File: config.mk
export PLATFORM = sky130hd
export DESIGN_NAME = frac_search_ctrl
export DESIGN_NICKNAME = d
export VERILOG_FILES = /design/src/rtl/frac_search_pkg.sv /design/src/rtl/frac_row_fetch.sv /design/src/rtl/frac_search_ctrl.sv
export SDC_FILE = /design/constraint.sdc
export NUM_CORES = 1
export LEC_CHECK = 0
export BUFFER_PORTS_ARGS = -buffer_cell sky130_fd_sc_hd__buf_2
export CAP_MARGIN = 20
export CORE_MARGIN = 3
export CORE_UTILIZATION = 46
export CTS_BUF_LIST = sky130_fd_sc_hd__clkbuf_16
export DETAILED_ROUTE_END_ITERATION = 8
export PLACE_DENSITY = 0.89
export SYNTH_ARGS = -nofsm -noshare
export SYNTH_HDL_FRONTEND = slang
export SYNTH_SLANG_ARGS = --single-unit
export TNS_END_PERCENT = 100
File: constraint.sdc
create_clock -name clk -period 2.73 [get_ports clk]
set_clock_uncertainty 0.15 [all_clocks]
set_input_delay 0.1365 -clock clk [delete_from_list [all_inputs] [get_ports clk]]
set_output_delay 0.1365 -clock clk [all_outputs]
set_load 0.05 [all_outputs]
File: src/rtl/frac_search_pkg.sv
// Shared types and constants for the frac_search sequencer.
// Optional abort support is selected with FRAC_SEARCH_CTRL_ABORT_EN.
package frac_search_pkg;

    localparam int PIX_W        = 64;
    localparam int MV_W         = 3;
    localparam int DEFAULT_ROWS = 8;

    typedef enum logic [1:0] {
        IDLE,
        CLEAR,
        FETCH,
        WAIT_RES
    } state_t;

endpackage

File: src/rtl/frac_row_fetch.sv
// Row fetch engine: issues row reads, registers returned data
// and presents one row per cycle to the datapath.
module frac_row_fetch
    import frac_search_pkg::*;
#(
    parameter int ROWS   = DEFAULT_ROWS,
    parameter int ADDR_W = 8
) (
    input  logic              clk,
    input  logic              reset,
    input  logic              init,
    input  logic              flush,
    input  logic              fetch_en,
    input  logic              stall,
    input  logic [ADDR_W-1:0] base_in,
    output logic              rd_en,
    output logic [ADDR_W-1:0] rd_addr,
    input  logic [PIX_W-1:0]  filt_data,
    input  logic [PIX_W-1:0]  ref_data,
    output logic [PIX_W-1:0]  filter_pix,
    output logic [PIX_W-1:0]  ref_pix,
    output logic              input_ready,
    output logic              last_presented
);

    localparam int CW = $clog2(ROWS + 1);

    logic [CW-1:0]     issue_cnt;
    logic [CW-1:0]     present_cnt;
    logic [ADDR_W-1:0] base;
    logic              ret_vld;

    assign rd_en = fetch_en && !stall && (issue_cnt != CW'(ROWS));
    assign rd_addr = rd_en ? base + ADDR_W'(issue_cnt) : '0;
    assign last_presented = input_ready &&
                            (present_cnt == CW'(ROWS - 1));

    always_ff @(posedge clk or negedge reset) begin
        if (!reset) begin
            issue_cnt   <= '0;
            present_cnt <= '0;
            base        <= '0;
            ret_vld     <= 1'b0;
            input_ready <= 1'b0;
            filter_pix  <= '0;
            ref_pix     <= '0;
        end else begin
            if (init) begin
                base        <= base_in;
                issue_cnt   <= '0;
                present_cnt <= '0;
            end else begin
                if (rd_en)
                    issue_cnt <= issue_cnt + CW'(1);
                if (input_ready)
                    present_cnt <= present_cnt + CW'(1);
            end
            // Flush drops any read still in the return pipe.
            if (flush) begin
                ret_vld     <= 1'b0;
                input_ready <= 1'b0;
            end else begin
                ret_vld     <= rd_en;
                input_ready <= ret_vld;
                if (ret_vld) begin
                    filter_pix <= filt_data;
                    ref_pix    <= ref_data;
                end
            end
        end
    end

endmodule

File: src/rtl/frac_search_ctrl.sv
// Block-level sequencer for the frac_search datapath.
// Define FRAC_SEARCH_CTRL_ABORT_EN to add the abort input.
module frac_search_ctrl
    import frac_search_pkg::*;
#(
    parameter int ROWS       = DEFAULT_ROWS,
    parameter int RESULT_LAT = 4,
    parameter int ADDR_W     = 8
) (
    input  logic              clk,
    input  logic              reset,
    input  logic              start,
    input  logic [ADDR_W-1:0] blk_addr,
`ifdef FRAC_SEARCH_CTRL_ABORT_EN
    input  logic              abort,
`endif
    output logic              busy,
    output logic              done,
    output logic [MV_W-1:0]   mv_x,
    output logic [MV_W-1:0]   mv_y,
    input  logic              stall,
    output logic              filt_rd_en,
    output logic              ref_rd_en,
    output logic [ADDR_W-1:0] filt_rd_addr,
    output logic [ADDR_W-1:0] ref_rd_addr,
    input  logic [PIX_W-1:0]  filt_rd_data,
    input  logic [PIX_W-1:0]  ref_rd_data,
    output logic [PIX_W-1:0]  fs_filter_pix,
    output logic [PIX_W-1:0]  fs_ref_pix,
    output logic              fs_input_ready,
    output logic              fs_clear,
    input  logic [MV_W-1:0]   fs_mvx,
    input  logic [MV_W-1:0]   fs_mvy
);

    localparam int WW = $clog2(RESULT_LAT + 1);

    state_t            state;
    state_t            state_d;
    logic [WW-1:0]     wait_cnt;
    logic              wait_last;
    logic              accept;
    logic              capture;
    logic              abort_now;
    logic              abort_clr;
    logic              rd_en;
    logic [ADDR_W-1:0] rd_addr;
    logic              last_presented;

    assign busy      = (state != IDLE);
    assign wait_last = (wait_cnt == WW'(RESULT_LAT - 1));

`ifdef FRAC_SEARCH_CTRL_ABORT_EN
    assign abort_now = abort && busy;

    always_ff @(posedge clk or negedge reset) begin
        if (!reset)
            abort_clr <= 1'b0;
        else
            abort_clr <= abort_now;
    end
`else
    assign abort_now = 1'b0;
    assign abort_clr = 1'b0;
`endif

    assign fs_clear     = (state == CLEAR) || abort_clr;
    assign filt_rd_en   = rd_en;
    assign ref_rd_en    = rd_en;
    assign filt_rd_addr = rd_addr;
    assign ref_rd_addr  = rd_addr;

    always_comb begin
        state_d = state;
        accept  = 1'b0;
        capture = 1'b0;
        unique case (state)
            IDLE: begin
                if (start) begin
                    accept  = 1'b1;
                    state_d = CLEAR;
                end
            end
            CLEAR:
                state_d = FETCH;
            FETCH: begin
                if (last_presented)
                    state_d = WAIT_RES;
            end
            WAIT_RES: begin
                if (wait_last) begin
                    capture = 1'b1;
                    state_d = IDLE;
                end
            end
            default:
                state_d = IDLE;
        endcase
        if (abort_now) begin
            state_d = IDLE;
            capture = 1'b0;
        end
    end

    always_ff @(posedge clk or negedge reset) begin
        if (!reset) begin
            state    <= IDLE;
            wait_cnt <= '0;
            done     <= 1'b0;
            mv_x     <= '0;
            mv_y     <= '0;
        end else begin
            state <= state_d;
            if (state == WAIT_RES && !wait_last)
                wait_cnt <= wait_cnt + WW'(1);
            else
                wait_cnt <= '0;
            done <= capture;
            if (capture) begin
                mv_x <= fs_mvx;
                mv_y <= fs_mvy;
            end
        end
    end

    frac_row_fetch #(
        .ROWS   (ROWS),
        .ADDR_W (ADDR_W)
    ) u_fetch (
        .clk            (clk),
        .reset          (reset),
        .init           (accept),
        .flush          (abort_now),
        .fetch_en       ((state == FETCH) && !abort_now),
        .stall          (stall),
        .base_in        (blk_addr),
        .rd_en          (rd_en),
        .rd_addr        (rd_addr),
        .filt_data      (filt_rd_data),
        .ref_data       (ref_rd_data),
        .filter_pix     (fs_filter_pix),
        .ref_pix        (fs_ref_pix),
        .input_ready    (fs_input_ready),
        .last_presented (last_presented)
    );

endmodule

After elaboration in Yosys (flattened, before gate mapping)
Cells that the tools add are included.
{"block": "word_totals", "regBits": 158, "latch_bits": 0, "ram_bits": 0, "rom_bits": 0, "input_bits": 146, "out_inout_bits": 156, "wordCells": 50, "memories": 0}
{"block": "op_classes", "add_sub_neg": 4, "multipliers": 0, "div_mod_pow": 0, "magnitude_cmp": 0, "eq_ne": 9, "shifts": 0, "mux": 14, "n_bitwise": 0, "reduce_logical": 11}
{"cell": "two-way mux 4 bit", "count": 4}
{"cell": "adder 4 x 1 -> 4 bit, second input constant", "count": 2}
{"cell": "adder 8 x 4 -> 8 bit", "count": 1}
{"cell": "two-way mux 8 bit", "count": 1}
{"cell": "one-hot mux 2 bit (4 select lines)", "count": 1}
{"cell": "two-way mux 2 bit", "count": 3}
{"cell": "!= test 2 bit, second input constant", "count": 3}
{"cell": "nonzero test 2 bit", "count": 3}
{"cell": "equality test 2 bit, second input constant", "count": 2}
{"cell": "equality test 4 x 3 -> 1 bit, second input constant", "count": 1}
{"cell": "logical AND 1 bit", "count": 4}
{"cell": "two-way mux 1 bit", "count": 4}
{"cell": "!= test 4 bit, second input constant", "count": 1}
{"cell": "adder 3 x 1 -> 3 bit, second input constant", "count": 1}
{"cell": "equality test 3 x 2 -> 1 bit, second input constant", "count": 1}
{"cell": "two-way mux 3 bit", "count": 1}
{"cell": "AND reduction 3 bit", "count": 1}
{"cell": "equality test 2 x 1 -> 1 bit, second input constant", "count": 1}
{"cell": "logical NOT 1 bit", "count": 2}
{"cell": "logical NOT 2 bit", "count": 1}

Longest topological paths before layout
{"block": "depth", "depth_word": 5, "depth_mapped": 8, "depth_no_buf": 7}

Modules after synthesis
From an unflattened synthesis, not the netlist that was laid out.
{"block": "hier_totals", "hier_cells": 418, "hier_area_um2": 6387.4}
{"mod": "frac_row_fetch", "instances": 1, "cells_each": 366, "area_per_inst_um2": 5753.0, "seq_area_each_um2": 3653.5}
{"mod": "frac_search_ctrl", "instances": 1, "cells_each": 52, "area_per_inst_um2": 634.4, "seq_area_each_um2": 300.3}

Worst setup path before layout
Ideal clock, no wire load.
{"block": "synth_timing", "path_kind": "register to output", "start": "reg u_fetch.issue_cnt[0]", "end": "out ref_rd_addr[6]", "t_arrival_ns": 2.670, "required_time_ns": 2.444, "slack_ns": -0.226, "path_stages_with_launch": 8, "cell_sequence": "dfrtp_1 > ha_1 > fa_1 > a21o_1 > a21oi_1 > o21ai_0 > a21oi_1 > buf_4"}
{"block": "synth_between", "elab_chain_cells": 3, "elab_cells_between_ends": 4, "cone_classes": "add/sub (1); eq/ne (1); mux (1); reduce/logical (1)"}
{"item": "start: declaration", "line_no": "frac_row_fetch.sv:28", "rtl": "logic [CW-1:0] issue_cnt;"}
{"item": "start signal: assignment", "line_no": "frac_row_fetch.sv:54", "rtl": "issue_cnt <= issue_cnt + CW'(1);"}
{"item": "branches (longest 2 deep; another with adder 8 x 4 -> 8 bit)"}
{"item": "two-way mux 8 bit *", "line_no": "frac_row_fetch.sv:34", "rtl": "assign rd_addr = rd_en ? base + ADDR_W'(issue_cnt) : '0;"}
{"item": "end: declaration", "line_no": "frac_search_ctrl.sv:25", "rtl": "output logic [ADDR_W-1:0] ref_rd_addr,"}
Mark *: on every way between the ends.

Worst setup path after layout
Ends and elaborated chain as after synthesis.

==> run_results.csv <==
group,metric,value,unit
placement,gp_congestion,0.755,
timing,slew_viol_final,0,
placement,port-buffer-count,301,
timing,finalHoldViolations,0,
yosys,netlist_area,0.00632,mm²
clocking,cts_root_buffer,"clkbuf_16",
setup_path,critPathMaxFanout,4,
finish,layout-drive-gt1-share,55.6,%
die,dieArea,0.0152,mm²
timing,rsz0062_at_grt,"false",
job,maxCapViolations,0,
yosys,synth_edf_count,0,
yosys,synth-main-ff-cell,"dfrtp_1",
clocking,numCtsBuffers,17,
hold_path,min_path_type,"in2reg",
setup_path,critPathLaunchType,"flop",
clocking,clkSinkCount,158,
global_route,grtUsageTotal,25.5,%
clocking,clkLatencyLatePin,0.40,ns
setup_path,cp-startpoint,"u_fetch.issue_cnt[0]",
timing,worst_slack,0.134,ns
yosys,synth.avg_cell_area,15.2,µm²
setup_path,required,2.44,ns
power,comb_power_share,55.1,%
global_route,grt_pass1_vias,5714,
power,pwr-share-clk,15.0,%
power,pwr_density_cell,1440,mW/mm²
timing,finalCriticalPeriod,2.60,ns
placement,place_ws,0.386,ns
yosys,synth-seq-area-share,62.5,%
power,p_sw_share,50.7,%
setup_path,arrival,2.31,ns
routing,vias,5184,
setup_path,r2r-start,"state[0]",
timing,setup_viol,0,
timing,timing.final.crit_share,95.1,%
clocking,cts_buffer_depth,2,
yosys,yosys_warnings,0,
routing,drc,0,
routing,drt_iter0_markers,243,
yosys,ys_types,31,
setup_path,critical_path_class,"reg2out",
power,internal-power,7.10,mW
global_route,grt_start_max_net_pins,65,
clocking,cts_tree,"done",
clocking,htreeDepth,4,
hold_path,worstHoldStart,"start",
yosys,synth_top_area_cell,"dfrtp_1",
power,p_seq_share,29.9,%
placement,dp_hpwl,11600,µm
finish,nets,1020,
timing,slew_headroom,55.6,%
timing,tightest_slew,0.666,ns
setup_path,cp-end-kind,"output port",
die,initial_core_util,47.4,%
die,coreArea,0.0133,mm²
outcome,status,"complete, no violations",
yosys,synth_commonest_cells,"dfrtp_1, mux2_2, buf_2",
timing,clock.fmax,385,MHz
timing,finalHoldWorstSlack,0.0826,ns
clocking,clk_pin_slew,0.06,ns
routing,routed_wl,19300,µm
die,die_x,123,µm
yosys,synth_top_area_share,62.5,%
die,std_cell_rows,42,
yosys,synth_seq_cells,158,
setup_path,regToRegSetupSlack,0.78,ns
power,ir_drop,0.881,mV
global_route,grt_overflow,0,
routing,vias_per_cell,4.92,
yosys,synthCells,415,
finish,areaGrowthSynthToFinish,58.2,%
power,leakage,4.82,nW
die,io_pins,302,
yosys,yosysMostFrequentCell,"dfrtp_1",
yosys,synthArstFlopShare,100,%
yosys,synth.area.top_cells,"dfrtp_1, mux2_2, ha_1",
routing,post_drt_wl_per_cell,18.3,µm
yosys,syn_nets,576,
global_route,grt_pass1_wl,29400,µm
global_route,antenna_found_initial,2,
die,die_height,123,µm
routing,antenna_left,0,
routing,firstDrtPassIters,4,
power,power.switching,7.30,mW
-- sequential cells by signal, summed over array words and instances, names as in the netlist --
register / cells
mv_x: 3
done: 1
u_fetch.present_cnt: 4
u_fetch.input_ready: 1
u_fetch.ref_pix: 64
u_fetch.ret_vld: 1
u_fetch.filter_pix: 64
state: 2
wait_cnt: 3
mv_y: 3
u_fetch.base: 8
u_fetch.issue_cnt: 4
-- routing by layer --
layer | global-route usage [%] | share of wire (%) | vias up
met5 | 0 | 0 | -
met3 | 6.91 | 6.1 | 78
met1 | 27.7 | 35 | 2527
met4 | 13.9 | 4.9 | 0
li1 | - | - | 2332
met2 | 45.2 | 54 | 247
-- power by group through the flow --
stage | Combinational (mW) | Sequential (mW) | Clock, mW
after floorplan | 2.32 | 7.76 | 0
after global placement | 7.51 | 4.18 | 0
after detailed placement | 7.64 | 4.26 | 0
after CTS | 7.82 | 4.24 | 2.19
after global routing | 8.27 | 4.45 | 2.30
final | 7.93 | 4.31 | 2.16
-- kinds of logic after synthesis --
group | synth area share, %
AND/OR/NAND/NOR | 2.85
AO/OA/AOI/OAI | 1.52
adder cells (fa/ha/maj) | 3.09
flip-flops | 62.5
buffers and inverters | 3.17
multiplexers | 25.6
XOR/XNOR | 1.25
-- critical path: stages (launching register included) --
cell,delay (ns)
dfrtp_1,0.41
ha_1,0.23
fa_1,0.41
a21o_1,0.18
a21oi_2,0.18
o21ai_1,0.11
a21oi_2,0.20
buf_6,0.18
-- timing repair --
| item | 4_1_cts | 5_1_grt |
|---|---|---|
| pin swaps | 0 | 1 |
| hold endpoints to repair | 197 | 0 |
| buffers inserted | 0 | 2 |
| resized for setup | 0 | 13 |
| hold buffers | 143 | 0 |
| setup endpoints to repair | 2 | 8 |
-- placed cells by master, fill, tap and decap left out, drive strengths merged, types with 2 or more instances in the layout --
master,n
a21oi,8
mux2,142
nand3,2
nand2,6
dfrtp,158
mux2i,2
dlygate4sd3,143
xor2,3
diode,5
inv,13
nor2,14
ha,14
and2,3
nand2b,2
clkinv,7
xnor2,6
o21ai,5
buf,308
or3,3
clkbuf,17
a21o,2
clkinvlp,4
-- metrics by stage --
step           total power [mW]  cells  util (%)  setup TNS (ns)  cell area, µm²
2_1_floorplan              10.1    415         -               0            6330
3_3_place_gp               11.7    871      59.8               0            7990
3_5_place_dp               11.9    871      59.8               0            7990
4_1_cts                    14.3   1046      74.6          -0.109            9950
5_1_grt                    15.0   1051      74.9               0           10000
6_report                   14.4   1053      75.0               0           10000
-- area by class of cell --
cell class	instances	area, µm²
Antenna cell	5	12.5
Multi-Input combinational cell	221	2190
Fill cell	778	3340
Timing Repair Buffer	451	3050
Tap cell	176	220
Inverter	10	42.5
Clock buffer	17	425
Clock inverter	15	108
Sequential cell	158	3960
-- final timing paths --
path / cells past startpoint / end
setup reg to reg: 4 / u_fetch.base[0]
hold reg to reg: 1 / wait_cnt[0]
setup / recovery: 7 / ref_rd_addr[6]
hold / removal: 4 / state[0]
max in group asynchronous: 3 / u_fetch.ref_pix[39]
min in group asynchronous: 2 / u_fetch.filter_pix[57]
Power figures use the tool's default switching activity.
